**src/rtl/zd_pkg.sv**
```systemverilog
// Shared constants for the zero-detect scheduler:
// detector state codes, controller state encoding and the hit-count width helper.
package zd_pkg;

    localparam logic [1:0] S0 = 2'b00;
    localparam logic [1:0] S1 = 2'b01;
    localparam logic [1:0] S2 = 2'b10;
    localparam logic [1:0] S3 = 2'b11;

    typedef enum logic [2:0] {
        C_IDLE   = 3'd0,
        C_GRANT  = 3'd1,
        C_CLEAR  = 3'd2,
        C_SHIFT  = 3'd3,
        C_DRAIN  = 3'd4,
        C_RESULT = 3'd5
    } ctrl_t;

    function automatic int hcw(input int w);
        return $clog2(w + 1);
    endfunction

endpackage

```
**src/rtl/zero_detect_core.sv**
```systemverilog
// Serial 2-bit Moore zero-detect FSM with synchronous clear.
// Ports: clk, rst (async active-low), clr_i (sync, wins over x_i), x_i, state_o.
module zero_detect_core
    import zd_pkg::*;
(
    input  logic       clk,
    input  logic       rst,
    input  logic       clr_i,
    input  logic       x_i,
    output logic [1:0] state_o
);

    logic [1:0] state_q;
    logic [1:0] state_d;

    always_comb begin
        state_d = state_q;
        unique case (state_q)
            S0: state_d = x_i ? S0 : S1;
            S1: state_d = x_i ? S2 : S3;
            S2: state_d = x_i ? S2 : S3;
            S3: state_d = x_i ? S3 : S0;
        endcase
        if (clr_i) begin
            state_d = S0;
        end
    end

    always_ff @(posedge clk or negedge rst) begin
        if (!rst) begin
            state_q <= S0;
        end else begin
            state_q <= state_d;
        end
    end

    assign state_o = state_q;

endmodule

```
**src/rtl/zero_detect_scheduler.sv**
```systemverilog
// Round-robin scheduler feeding NREQ requester words through one shared detector.
// Ports: req_valid_i/req_data_i/req_ready_o, res_valid_o/res_ready_i/res_id_o/res_state_o/res_hits_o, busy_o.
module zero_detect_scheduler
    import zd_pkg::*;
#(
    parameter int NREQ  = 4,
    parameter int WIDTH = 8,
    parameter int IDW   = $clog2(NREQ),
    parameter int HCW   = hcw(WIDTH)
) (
    input  logic                  clk,
    input  logic                  rst,
    input  logic [NREQ-1:0]       req_valid_i,
    input  logic [NREQ*WIDTH-1:0] req_data_i,
    output logic [NREQ-1:0]       req_ready_o,
    output logic                  res_valid_o,
    input  logic                  res_ready_i,
    output logic [IDW-1:0]        res_id_o,
    output logic [1:0]            res_state_o,
    output logic [HCW-1:0]        res_hits_o,
    output logic                  busy_o
);

    ctrl_t            ctrl_q;
    logic [IDW-1:0]   rr_ptr_q;
    logic [IDW-1:0]   id_q;
    logic [WIDTH-1:0] sreg_q;
    logic [HCW-1:0]   bit_cnt_q;
    logic [HCW-1:0]   hits_q;
    logic             sample_en_q;
    logic             res_valid_q;
    logic [1:0]       res_state_q;

    logic             gnt_found;
    logic [IDW-1:0]   gnt_idx;
    logic [IDW-1:0]   cand;
    logic [IDW-1:0]   rr_next;
    logic [WIDTH-1:0] gnt_word;
    logic             det_clr;
    logic [1:0]       det_state;

    // Scan from the highest offset down so the
    // smallest offset from rr_ptr_q wins.
    always_comb begin
        gnt_found = 1'b0;
        gnt_idx   = '0;
        cand      = '0;
        for (int k = NREQ - 1; k >= 0; k--) begin
            cand = IDW'((int'(rr_ptr_q) + k) % NREQ);
            if (req_valid_i[cand]) begin
                gnt_found = 1'b1;
                gnt_idx   = cand;
            end
        end
    end

    always_comb begin
        gnt_word = '0;
        for (int i = 0; i < NREQ; i++) begin
            if (IDW'(i) == gnt_idx) begin
                gnt_word = req_data_i[i*WIDTH +: WIDTH];
            end
        end
    end

    assign rr_next = (gnt_idx == IDW'(NREQ - 1)) ?
                     '0 : gnt_idx + 1'b1;

    // The ready pulse follows req_valid_i within the
    // grant cycle so a dropped request is never taken.
    always_comb begin
        req_ready_o = '0;
        if (ctrl_q == C_GRANT && gnt_found) begin
            req_ready_o[gnt_idx] = 1'b1;
        end
    end

    assign det_clr = (ctrl_q == C_CLEAR);

    zero_detect_core u_core (
        .clk     (clk),
        .rst     (rst),
        .clr_i   (det_clr),
        .x_i     (sreg_q[0]),
        .state_o (det_state)
    );

    always_ff @(posedge clk or negedge rst) begin
        if (!rst) begin
            ctrl_q      <= C_IDLE;
            rr_ptr_q    <= '0;
            id_q        <= '0;
            sreg_q      <= '0;
            bit_cnt_q   <= '0;
            hits_q      <= '0;
            sample_en_q <= 1'b0;
            res_valid_q <= 1'b0;
            res_state_q <= S0;
        end else begin
            // Detector output lags its input by one
            // cycle, so sampling trails SHIFT by one.
            sample_en_q <= (ctrl_q == C_SHIFT);
            if (sample_en_q && det_state == S3 &&
                hits_q != HCW'(WIDTH)) begin
                hits_q <= hits_q + 1'b1;
            end
            unique case (ctrl_q)
                C_IDLE: begin
                    if (|req_valid_i) begin
                        ctrl_q <= C_GRANT;
                    end
                end
                C_GRANT: begin
                    if (gnt_found) begin
                        sreg_q   <= gnt_word;
                        id_q     <= gnt_idx;
                        rr_ptr_q <= rr_next;
                        ctrl_q   <= C_CLEAR;
                    end else begin
                        ctrl_q <= C_IDLE;
                    end
                end
                C_CLEAR: begin
                    hits_q    <= '0;
                    bit_cnt_q <= '0;
                    ctrl_q    <= C_SHIFT;
                end
                C_SHIFT: begin
                    sreg_q    <= sreg_q >> 1;
                    bit_cnt_q <= bit_cnt_q + 1'b1;
                    if (bit_cnt_q == HCW'(WIDTH - 1)) begin
                        ctrl_q <= C_DRAIN;
                    end
                end
                C_DRAIN: begin
                    res_state_q <= det_state;
                    res_valid_q <= 1'b1;
                    ctrl_q      <= C_RESULT;
                end
                C_RESULT: begin
                    if (res_ready_i) begin
                        res_valid_q <= 1'b0;
                        ctrl_q      <= C_IDLE;
                    end
                end
                default: ctrl_q <= C_IDLE;
            endcase
        end
    end

    assign res_valid_o = res_valid_q;
    assign res_id_o    = id_q;
    assign res_state_o = res_state_q;
    assign res_hits_o  = hits_q;
    assign busy_o      = (ctrl_q != C_IDLE);

endmodule

```
**config.mk**
```make
export PLATFORM = sky130hd
export DESIGN_NAME = zero_detect_scheduler
export DESIGN_NICKNAME = d
export VERILOG_FILES = /design/src/rtl/zd_pkg.sv /design/src/rtl/zero_detect_core.sv /design/src/rtl/zero_detect_scheduler.sv
export SDC_FILE = /design/constraint.sdc
export NUM_CORES = 1
export LEC_CHECK = 0
export BUFFER_PORTS_ARGS = -buffer_cell sky130_fd_sc_hd__clkbuf_2
export CAP_MARGIN = 20
export CORE_MARGIN = 2
export CORE_UTILIZATION = 30
export CTS_BUF_LIST = sky130_fd_sc_hd__clkbuf_16
export CTS_CLUSTER_SIZE = 8
export DETAILED_ROUTE_END_ITERATION = 10
export MAX_ROUTING_LAYER = met4
export SLEW_MARGIN = 20
export SYNTH_ARGS = -nofsm -noshare
export SYNTH_HDL_FRONTEND = slang
export SYNTH_SLANG_ARGS = --single-unit
```
**constraint.sdc**
```tcl
create_clock -name clk -period 3.4 [get_ports clk]
set_input_delay 0.51 -clock clk [delete_from_list [all_inputs] [get_ports clk]]
set_output_delay 0.51 -clock clk [all_outputs]
set_load 0.02 [all_outputs]
```
* Yosys cells after proc, flatten, opt, wreduce, memory -nomap -nowiden
Cells that the tools add are included.
** Cells by class
- Magnitude comparators :: 6
- Muxes and demuxes :: 41
- Eq/ne operators :: 18
- $add $sub $neg :: 6
- Reduce and logical (&&, ||, !) cells :: 18
** Operators with widths (count)
- $mux 8 :: 5
- $pmux 3 s6 :: 1
- $mux 2 :: 8
- $pmux 8 s2 :: 1
- $lt 2x3->1 const B :: 5
- $mux 1 :: 12
- $mux 4 :: 3
- $mux 3 :: 3
- $add 4x1->4 const B :: 2
- $bmux 1 s2 :: 4
- $pmux 4 s2 :: 1
- $reduce_bool 2->1 :: 4
- $eq 2x2->1 const B :: 3
- $eq 3x2->1 const B :: 2
- $eq 3x3->1 const B :: 2
- $ne 2x2->1 const B :: 3
- $pmux 2 s3 :: 1
- $reduce_and 2->1 :: 3
- $add 2x1->2 const B :: 2
- $add 2x2->2 const B :: 2
- $eq 2x2->1 const A :: 2
- $eq 4x3->1 const B :: 1
- $logic_and 1x1->1 :: 4
- $logic_not 2->1 :: 2
- 13 further kinds :: 13
** Storage, ports and cells
- Output and inout bits :: 14
- Input port bits :: 39
- Word-level logic and storage cells :: 99
- Register bits :: 29

* Logic depth before layout (Yosys ltp)
Gate-level depths: netlist of run 1.
- Word-level depth :: 14
- Depth in mapped cells :: 10
- Gate-level depth less buffers :: 9

* Hierarchy
A second synthesis of run 1 with hierarchy kept.
** Second synthesis, totals
- Cells, all modules :: 188
- Area total of the unflattened synthesis :: 1696.6 sq um
** Modules (own cells, without submodules)
- zero_detect_scheduler :: times used 1, cells each 177, area an instance 1580.3 sq um, seq. area each 675.6 sq um
- zero_detect_core :: times used 1, cells each 11, area an instance 116.4 sq um, seq. area each 50.0 sq um

* Least setup slack after synthesis of run 1
Ideal clock, no wire load.
- Kind :: in2out
- Start :: input port req_valid_i[2]
- End :: output port req_ready_o[3]
- Required time :: 2.890 ns
- Path slack :: 0.796 ns
- Arrival :: 2.094 ns
- Path buffers :: 2
- Cell stages on the path :: 7
- Path through :: inv_1 -> o22ai_1 -> a211oi_1 -> ha_1 -> clkbuf_1 -> clkbuf_1 -> and2_1
** Between the ends
- Longest elaborated chain between the ends :: 11
- Elaborated cells on any way between the ends :: 23
- Those cells by class :: order compare: 2; mux: 19; reduce/logical: 2
** RTL lines
- from (decl) :: RTL line zero_detect_scheduler.sv:13 : input logic [NREQ-1:0] req_valid_i,
- $bmux 1 s2 :: RTL line zero_detect_scheduler.sv:50 : if (req_valid_i[cand]) begin
- $mux 1 (not written as such) :: RTL line zero_detect_scheduler.sv:50
- $mux 2 (3 in a row) :: RTL line zero_detect_scheduler.sv:50
- $mux 2 (*) :: RTL line zero_detect_scheduler.sv:50
- net gnt_idx[0] :: RTL line zero_detect_scheduler.sv:35 : logic [IDW-1:0] gnt_idx;
- $lt 2x3->1 (not written as such) or $ge 2x1->1 (tied branches) :: RTL line zero_detect_scheduler.sv:74 : req_ready_o[gnt_idx] = 1'b1;
- $logic_and 1x1->1 (not written as such) :: RTL line zero_detect_scheduler.sv:74
- $mux 1 (not written as such) :: RTL line zero_detect_scheduler.sv:74
- $demux 1 s2 (*) :: RTL line zero_detect_scheduler.sv:74
- $mux 4 (*) :: RTL line zero_detect_scheduler.sv:73 : if (ctrl_q == C_GRANT && gnt_found) begin
- to (decl) :: RTL line zero_detect_scheduler.sv:15 : output logic [NREQ-1:0] req_ready_o,
Mark *: on every way through the listed nets, which the timed path passes. The rest lies on a longest branch. The select of a mux whose other input is x is not followed.

* Worst setup path after layout of run 1
- Start :: register rr_ptr_q[0]
- End :: output port req_ready_o[2]
** Between the ends
- Longest elaborated chain between the ends :: 12
- Elaborated cells on any way between the ends :: 26
- Those cells by class :: add/sub: 3; order compare: 2; mux: 19; reduce/logical: 2
** RTL lines
- from (decl) :: RTL line zero_detect_scheduler.sv:25 : logic [IDW-1:0] rr_ptr_q;
- from (signal assigned) :: RTL line zero_detect_scheduler.sv:117 : rr_ptr_q <= rr_next;
- $add 2x2->2 :: RTL line zero_detect_scheduler.sv:49 : cand = IDW'((int'(rr_ptr_q) + k) % NREQ);
- $bmux 1 s2 :: RTL line zero_detect_scheduler.sv:50
- $mux 1 (not written as such) :: RTL line zero_detect_scheduler.sv:50
- $mux 2 (3 in a row) :: RTL line zero_detect_scheduler.sv:50
- $mux 2 (*) :: RTL line zero_detect_scheduler.sv:50
- net gnt_idx[0] :: RTL line zero_detect_scheduler.sv:35
- $lt 2x3->1 (not written as such) or $ge 2x1->1 (tied branches) :: RTL line zero_detect_scheduler.sv:74
- $logic_and 1x1->1 (not written as such) :: RTL line zero_detect_scheduler.sv:74
- $mux 1 (not written as such) :: RTL line zero_detect_scheduler.sv:74
- $demux 1 s2 (*) :: RTL line zero_detect_scheduler.sv:74
- $mux 4 (*) :: RTL line zero_detect_scheduler.sv:73
Marks and branches as above.

==> results.yml, run 1 <==
synthesis:
  synth_warnings: 0
  syn_area_mm2: 0.00174
  synthArstFlopShare_pct: 100
  synth_fp_nets: 237
  yosysTopAreaCell: "dfrtp_1"
  avgSynthCellArea_um2: 9.22
  synth_cells: 189
  synth_cell_types: 40
  synth_flop_cell: "dfrtp_1"
  synth_edf_count: 0
  synth_area_leaders: "dfrtp_1, ha_1, a21oi_1"
  synth-seq-area-share_pct: 41.7
  ys_ff_latch: 29
  yosys.area.top_type_share_pct: 41.7
timing:
  period_share_pct: 82.0
  fin_crit_ps: 2790
  finalHoldViolCount: 0
  finalSetupViolations: 0
  maxSlewViolCount: 0
  clock_skew_ps: 3.47
  fin_hold_ws_ps: 291
  worst_slack_ps: 612
  rsz0062_at_grt: "no"
  tns_ps: 0
  slew_headroom_pct: 51.6
  fmax_ghz: 0.359
  max_slew.worst_pin.slew_ps: 726
worst_setup_path:
  crit_family: "compound AO/OA/AOI/OAI gates"
  start_kind: "flop"
  cpMaxStageDelayCell: "a211oi_1"
  crit_path_cell_trace: "nand2b_1 > a21oi_1 > a211oi_1 > inv_1 > ha_1 > and2_1 > clkbuf_2"
  worstSetupEndpointType: "primary output"
  path_class: "reg -> out"
  worstPathRequired_ps: 2890
  crit_buf_inv: 2
  critPathMaxStageDelay_ps: 480
  arrival_ps: 2280
  crit_fanout: 16
cts:
  hold_buffers: 0
  htreeDepth: 2
  clock-sinks: 29
  clk_pin_slew_ps: 50
  cts_tree: "done"
  clock_path_buffers: 2
  cts_made_buffers: 5
  root_buffer: "clkbuf_16"
  insertion_delay_ps: 270
  cts_setup_buffers: 0
  cts_resized: 0
grt:
  met3_usage_pct: 3.26
  grtUsageMet2_pct: 20.4
  busiest_layer: "met2"
  grt_max_degree: 30
  use_met1_pct: 17.6
  grt_usage_pct: 13.5
  antenna_found_initial: 0
  grt_pass1_vias: 1424
  grt_pass1_wl_um: 6710
  grt_overflow_total: 0
die:
  io_pins: 53
  dieHeight_um: 80.2
  coreArea_mm2: 0.00554
  die_w_um: 80.2
  start_util_pct: 31.4
  row_count: 27
  fp.dieArea_mm2: 0.00643
detailed_routing:
  vias: 1544
  firstDrtPassIters: 4
  drtAntennaViolNets: 0
  drc: 0
  routed_via_density: 4.93
  wirelength_um: 3890
  post_drt_wl_per_cell_um: 12.4
  first_iter_violations: 66
place:
  pre_cts_ws_ps: 443
  hpwl_um: 2830
  portBuffers: 52
  gp_congestion: 0.729
pwr:
  power_leakage_nw: 1.09
  ir_worst_vdd_v: 0.000298
  p_total_mw: 1.75
  p_per_area_mw_per_mm2: 797
final_layout:
  seqCellArea_um2: 726
  areaGrowthSynthToFinish_pct: 26.1
  multi_input_area_um2: 898
  layout-drive-gt1-share_pct: 29.0
  n_antenna_cell: 0
  n_fill_cell: 568
  nets: 289
flow_run:
  drv_cap: 0
worst_hold_path:
  holdCritPathClass: "in -> async"
outcome:
  status: "finished clean"
-- through the flow --
stage / cells / cell area, um2 / utilization, %
floorplan: 189 / 1740 / -
global placement: 306 / 2060 / 37.3
detailed placement: 306 / 2060 / 37.3
CTS: 313 / 2200 / 39.7
global route: 313 / 2200 / 39.7
finish: 313 / 2200 / 39.7
-- cell type report --
type	count	share of cell area (%)
multi-input cells	132	40.9
clock inverters	2	0.342
flip-flops and latches	29	33.0
clock buffers	5	5.69
inverters	18	3.08
well taps	72	4.10
repair buffers	55	12.9
-- Yosys cell counts (2+ instances only) --
cell	instances
clkbuf_1	5
a22o_1	2
nand2b_1	6
a221o_1	7
a21oi_1	14
o21ai_0	6
inv_1	17
a221oi_1	5
and2_1	4
nor2_1	14
a211oi_1	2
o22ai_1	3
xnor2_1	2
nand2_1	17
nor3_1	13
nor2b_1	2
a21o_1	2
nand3_1	2
a221oi_2	3
buf_2	3
mux2_2	2
ha_1	9
dfrtp_1	29
mux2i_1	4
-- cells in the final DEF, fill, tap and decap left out, drive strengths merged, types with 4 or more instances in the layout --
cell type  count
ha             9
mux2i          4
a21oi         14
o21ai          6
nor2          14
a221oi         8
clkbuf        57
nand2         17
inv           18
nand2b         6
nor3          13
and2           4
a221o          7
dfrtp         29
-- registers in the layout, indices dropped and copies added, names as in the netlist --
register        count
res_valid_o         1
sreg_q              8
u_core.state_o      2
res_state_o         2
res_hits_o          4
res_id_o            2
rr_ptr_q            2
sample_en_q         1
ctrl_q              3
bit_cnt_q           4
-- metal layers --
| metal | vias to the layer above | routed length (um) |
|---|---|---|
| met5 | - | 0 |
| met4 | 0 | 55 |
| met3 | 5 | 279 |
| met2 | 55 | 1670 |
| met1 | 710 | 1890 |
| li1 | 774 | - |
-- cell families (layout without fill, tap and decap cells) --
logic type      after synthesis  after routing  share of synthesized area (%)
simple gates                 66             66                           19.5
compound gates               49             49                           21.0
flops                        29             29                           41.7
buf+inv                      28             80                           6.75
fa+ha+maj                     9              9                           6.47
mux                           6              6                           3.59
xor+xnor                      2              2                           1.01
-- worst register-to-register path: stages (launching register included) --
cell	delay [ps]
dfrtp_1	370
nand2b_1	130
a21oi_1	70
a211oi_1	480
inv_1	160
ha_1	420
or2_2	390
a221oi_1	210
nor3_1	90
a221o_1	280
-- path summary, 6_finish.rpt --
path                              from  cells past startpoint              to  slack [ps]
hold / removal                     rst                      1     res_valid_o         290
setup reg to reg           rr_ptr_q[0]                      9       sreg_q[6]         680
hold reg to reg            res_id_o[1]                      2     res_id_o[1]         480
max in group asynchronous          rst                      1       sreg_q[0]        2650
setup / recovery           rr_ptr_q[0]                      7  req_ready_o[2]         610
min in group clk           res_id_o[1]                      2     res_id_o[1]         480
-- where the power goes --
part           switching (mW)  leakage (nW)  internal, mW  total (mW)
Clock                   0.137        0.0685         0.260       0.397
Sequential              0.112         0.365         0.479       0.591
Combinational           0.436         0.661         0.325       0.762
Total                   0.686          1.09          1.06        1.75
No activity file was read; power rests on OpenSTA's default activity.
==> run 2, diff against run 1 <==
==> constraint.sdc (replaced) <==
create_clock -name clk -period 2.4 [get_ports clk]
set_input_delay 0.36 -clock clk [delete_from_list [all_inputs] [get_ports clk]]
set_output_delay 0.36 -clock clk [all_outputs]
set_load 0.02 [all_outputs]
==> results.yml, run 2 (synthesized netlist as in run 1, its figures left out) <==
outcome:
  status: "finished clean"
detailed_routing:
  vias: 1565
  routed_via_density: 4.85
  firstDrtPassIters: 4
  wirelength_um: 4060
  drtAntennaViolNets: 0
  post_drt_wl_per_cell_um: 12.6
  first_iter_violations: 91
  drc: 0
timing:
  finalHoldViolCount: 0
  maxSlewViolCount: 0
  fin_crit_ps: 2300
  clock_skew_ps: 2.20
  fin_hold_ws_ps: 144
  fmax_ghz: 0.436
  slew_headroom_pct: 51.2
  max_slew.worst_pin.slew_ps: 733
  finalSetupViolations: 0
  period_share_pct: 95.7
final_layout:
  final_area_mm2: 0.00231
  largest_reg_flops: 8
  n_fill_cell: 586
  nets: 299
  areaGrowthSynthToFinish_pct: 32.4
  max_flop_register: "sreg_q"
  final_common_cell: "clkbuf_2"
  layoutNonFillerInstCount: 323
  layout_common_cells: "clkbuf_2, dfrtp_1, inv_1, nand2_1"
  layout-drive-gt1-share_pct: 33.9
  seqCellArea_um2: 727
  n_antenna_cell: 0
  multi_input_area_um2: 923
die:
  fp.dieArea_mm2: 0.00643
  io_pins: 53
  coreArea_mm2: 0.00554
  dieHeight_um: 80.2
  row_count: 27
  start_util_pct: 31.4
  die_w_um: 80.2
cts:
  clock_path_buffers: 2
  cts_tree: "done"
  htreeDepth: 2
  clock-sinks: 29
  hold_buffers: 0
  clk_pin_slew_ps: 50
  root_buffer: "clkbuf_16"
  insertion_delay_ps: 270
  cts_made_buffers: 5
place:
  hpwl_um: 2960
  portBuffers: 52
  gp_congestion: 0.760
  placed_area_mm2: 0.00210
  dp_cells: 311
grt:
  grt_usage_pct: 13.9
  grt_overflow_total: 0
  grt_pass1_vias: 1543
  antenna_found_initial: 0
  grt_max_degree: 30
  grt_pass1_wl_um: 6910
flow_run:
  drv_cap: 0
worst_setup_path:
  r2r_slack_ps: 150
  path_class: "reg -> out"
  worstPathRequired_ps: 2040
  worstSetupEndpointType: "primary output"
  start_kind: "flop"
  crit_fanout: 15
  arrival_ps: 1940
worst_hold_path:
  holdCritPathClass: "in -> async"
pwr:
  ir_worst_vdd_v: 0.000427
  power_leakage_nw: 1.16
  p_per_area_mw_per_mm2: 1130
[run 2: final timing paths]
path                                 from              to  cells after the start
min reg2reg                   res_id_o[1]     res_id_o[1]                      2
min in group clk           req_data_i[31]       sreg_q[7]                      3
min                                   rst   res_hits_o[3]                      1
max in group asynchronous             rst     rr_ptr_q[1]                      1
max reg2reg                   rr_ptr_q[0]       sreg_q[6]                      9
max                           rr_ptr_q[0]  req_ready_o[2]                      8
[run 2: routing by layer]
| metal | global-route usage [%] | vias to the layer above | routed length [um] |
|---|---|---|---|
| met4 | 5.08 | 0 | 29 |
| met2 | 21.8 | 49 | 1850 |
| met1 | 17.9 | 712 | 1950 |
| met3 | 2.81 | 4 | 233 |
| met5 | - | - | 0 |
| li1 | - | 800 | - |
[run 2: repair_timing]
action / 4_1_cts / 5_1_grt
buffers inserted: 0 / 5
resized for setup: 2 / 7
gates cloned: 0 / 0
hold endpoints to repair: 0 / 0
pin swaps: 0 / 1
endpoints found under the setup margin: 2 / 7
[run 2: stage by stage]
step	setup TNS, ps	worst slack [ps]	utilization (%)	total power [mW]
floorplan	0	78.4	-	1.65
global placement	0	26.5	37.9	1.94
detailed placement	-21.0	-21.0	37.9	1.96
CTS	0	1.49	40.5	2.56
global route	-24.1	-18.0	41.6	2.82
finish	0	104	41.6	2.60
[run 2: layout make-up]
class	count	area share [%]
inverters	18	2.93
well taps	72	3.91
multi-input cells	132	40.0
clock buffers	5	5.43
flip-flops and latches	29	31.5
repair buffers	65	15.8
clock inverters	2	0.326
[run 2: power breakdown]
part / switching (mW) / internal (mW)
sequential: 0.163 / 0.680
clock: 0.196 / 0.369
combinational: 0.647 / 0.548
[run 2: worst max-delay path: stages (launching register included)]
cell and delay [ps]:
dfrtp_1 390, nand2b_1 170, nor2b_1 150, o22ai_2 240, inv_1 90, ha_2 190
buf_6 150, and2_1 140, buf_2 150
==> run 3, diff against run 2 <==
--- a/config.mk
+++ b/config.mk
@@ -5,13 +5,13 @@
 export SDC_FILE = /design/constraint.sdc
 export NUM_CORES = 1
 export LEC_CHECK = 0
-export BUFFER_PORTS_ARGS = -buffer_cell sky130_fd_sc_hd__clkbuf_2
 export CAP_MARGIN = 20
 export CORE_MARGIN = 2
 export CORE_UTILIZATION = 30
 export CTS_BUF_LIST = sky130_fd_sc_hd__clkbuf_16
 export CTS_CLUSTER_SIZE = 8
 export DETAILED_ROUTE_END_ITERATION = 10
+export DONT_BUFFER_PORTS = 1
 export MAX_ROUTING_LAYER = met4
 export SLEW_MARGIN = 20
 export SYNTH_ARGS = -nofsm -noshare
==> results.yml, run 3 (synthesized netlist as in run 1, its figures left out) <==
final_layout:
  n_antenna_cell: 0
  layout_common_cells: "dfrtp_1, inv_1, nand2_1, a21oi_1, nor2_1"
  seqCellArea_um2: 726
  max_flop_register: "sreg_q"
  layout-drive-gt1-share_pct: 15.2
  largest_reg_flops: 8
  multi_input_area_um2: 921
  final_area_mm2: 0.00203
  nets: 244
  final_common_cell: "dfrtp_1"
  areaGrowthSynthToFinish_pct: 16.6
  n_fill_cell: 582
  layoutNonFillerInstCount: 269
  fin_util_pct: 36.7
pwr:
  p_int_mw: 1.51
  ir_worst_vdd_v: 0.000557
  power_leakage_nw: 0.930
  share_seq_of_total_power_pct: 36.1
  p_per_area_mw_per_mm2: 1220
  swShare_pct: 39.3
  p_comb_share_pct: 41.2
  pwr-share-clk_pct: 22.7
  switchingPower_uw: 974
grt:
  grt_max_degree: 30
  busiest_layer: "met2"
  grt_overflow_total: 0
  antenna_found_initial: 0
  grtUsageMet2_pct: 21.2
  grt_pass1_vias: 1436
  use_met1_pct: 18.2
  met3_usage_pct: 3.71
  grt_pass1_wl_um: 6900
  grt_usage_pct: 14.1
timing:
  fmax_ghz: 0.436
  fin_hold_ws_ps: 299
  fin_crit_ps: 2300
  period_share_pct: 95.6
  slew_headroom_pct: 70.3
  worst_slack_ps: 105
  clock_skew_ps: 2.24
  finalHoldViolCount: 0
  maxSlewViolCount: 0
  max_slew.worst_pin.slew_ps: 443
  finalSetupViolations: 0
detailed_routing:
  drtAntennaViolNets: 0
  routed_via_density: 5.21
  vias: 1402
  wirelength_um: 3970
  post_drt_wl_per_cell_um: 14.8
  firstDrtPassIters: 4
  drc: 0
  first_iter_violations: 54
outcome:
  status: "finished clean"
die:
  dieHeight_um: 80.2
  io_pins: 53
  fp.dieArea_mm2: 0.00643
  start_util_pct: 31.4
  die_w_um: 80.2
  coreArea_mm2: 0.00554
  row_count: 27
place:
  hpwl_um: 2850
  pre_cts_ws_ps: 62.5
  gp_congestion: 0.766
  dp_cells: 258
  portBuffers: 0
  placed_area_mm2: 0.00183
cts:
  root_buffer: "clkbuf_16"
  clock-sinks: 29
  insertion_delay_ps: 270
  clock_path_buffers: 2
  clk_pin_slew_ps: 50
  cts_tree: "done"
  cts_made_buffers: 5
  htreeDepth: 2
worst_setup_path:
  start_kind: "flop"
  crit_fanout: 15
  crit_path_cell_trace: "nand2b_1 > nor2b_1 > o22ai_2 > inv_1 > ha_1 > buf_4 > and2_2"
  r2r_slack_ps: 150
  worstSetupEndpointType: "primary output"
  worstPathRequired_ps: 2040
  arrival_ps: 1940
  path_class: "reg -> out"
  critPathMaxStageDelay_ps: 400
  cpMaxStageDelayCell: "dfrtp_1"
worst_hold_path:
  holdCritPathClass: "in -> reg"
flow_run:
  drv_cap: 0
==> run 3: cell types whose count changed in the layout (fill, tap and decap cells not counted), sizes merged <==
cell	delta
buf	-5
clkbuf	-51
dlygate4sd3	+1
inv	+2
clkinv	-1
==> run 3: layout make-up <==
cell class,instances,share of cell area [%]
Multi-Input combinational cell,132,45.3
Sequential cell,29,35.7
Clock buffer,5,6.16
Timing Repair Buffer,10,4.44
Tap cell,72,4.44
Inverter,18,3.33
Clock inverter,3,0.555
==> run 3: what timing repair did <==
action,CTS,global route
resized for setup,0,6
buffers inserted,0,1
hold endpoints to repair,29,0
setup endpoints to repair,0,11
hold buffers,2,0
==> run 3: critical path: cells and delay by family, from the launching register on <==
kind / cells / cell delay (ps)
buf+inv: 2 / 290
simple gates: 3 / 540
flops: 1 / 400
compound gates: 1 / 230
fa+ha+maj: 1 / 200
==> run 3: power groups by stage <==
| stage | registers (mW) | logic, mW | clock network, mW |
|---|---|---|---|
| after global routing | 0.928 | 1.18 | 0.606 |
| after CTS | 0.894 | 1.00 | 0.577 |
| after global placement | 0.898 | 0.954 | 0 |
| after floorplan | 0.829 | 0.819 | 0 |
| final | 0.896 | 1.02 | 0.562 |
| after detailed placement | 0.898 | 0.977 | 0 |
==> run 3: metrics by stage <==
step	TNS, ps	power [mW]
after global placement	0	1.85
after CTS	0	2.47
after detailed placement	0	1.88
after global routing	-59.1	2.71
final	0	2.48
after floorplan	0	1.65
==> run 3: final timing paths <==
check,startpoint,endpoint,cells after the start
max,rr_ptr_q[0],req_ready_o[3],7
min,res_ready_i,ctrl_q[2],3
max reg2reg,rr_ptr_q[0],sreg_q[5],9
min reg2reg,sreg_q[1],sreg_q[0],2
max in group asynchronous,rst,bit_cnt_q[3],2
min in group asynchronous,rst,u_core.state_o[1],2
==> run 3: layer usage <==
layer | wire [um] | part of all wire [%] | vias up
met5 | 0 | 0 | -
met4 | 55 | 1.4 | 0
met3 | 244 | 6.1 | 5
met2 | 1770 | 45 | 53
met1 | 1910 | 48 | 659
li1 | - | - | 685
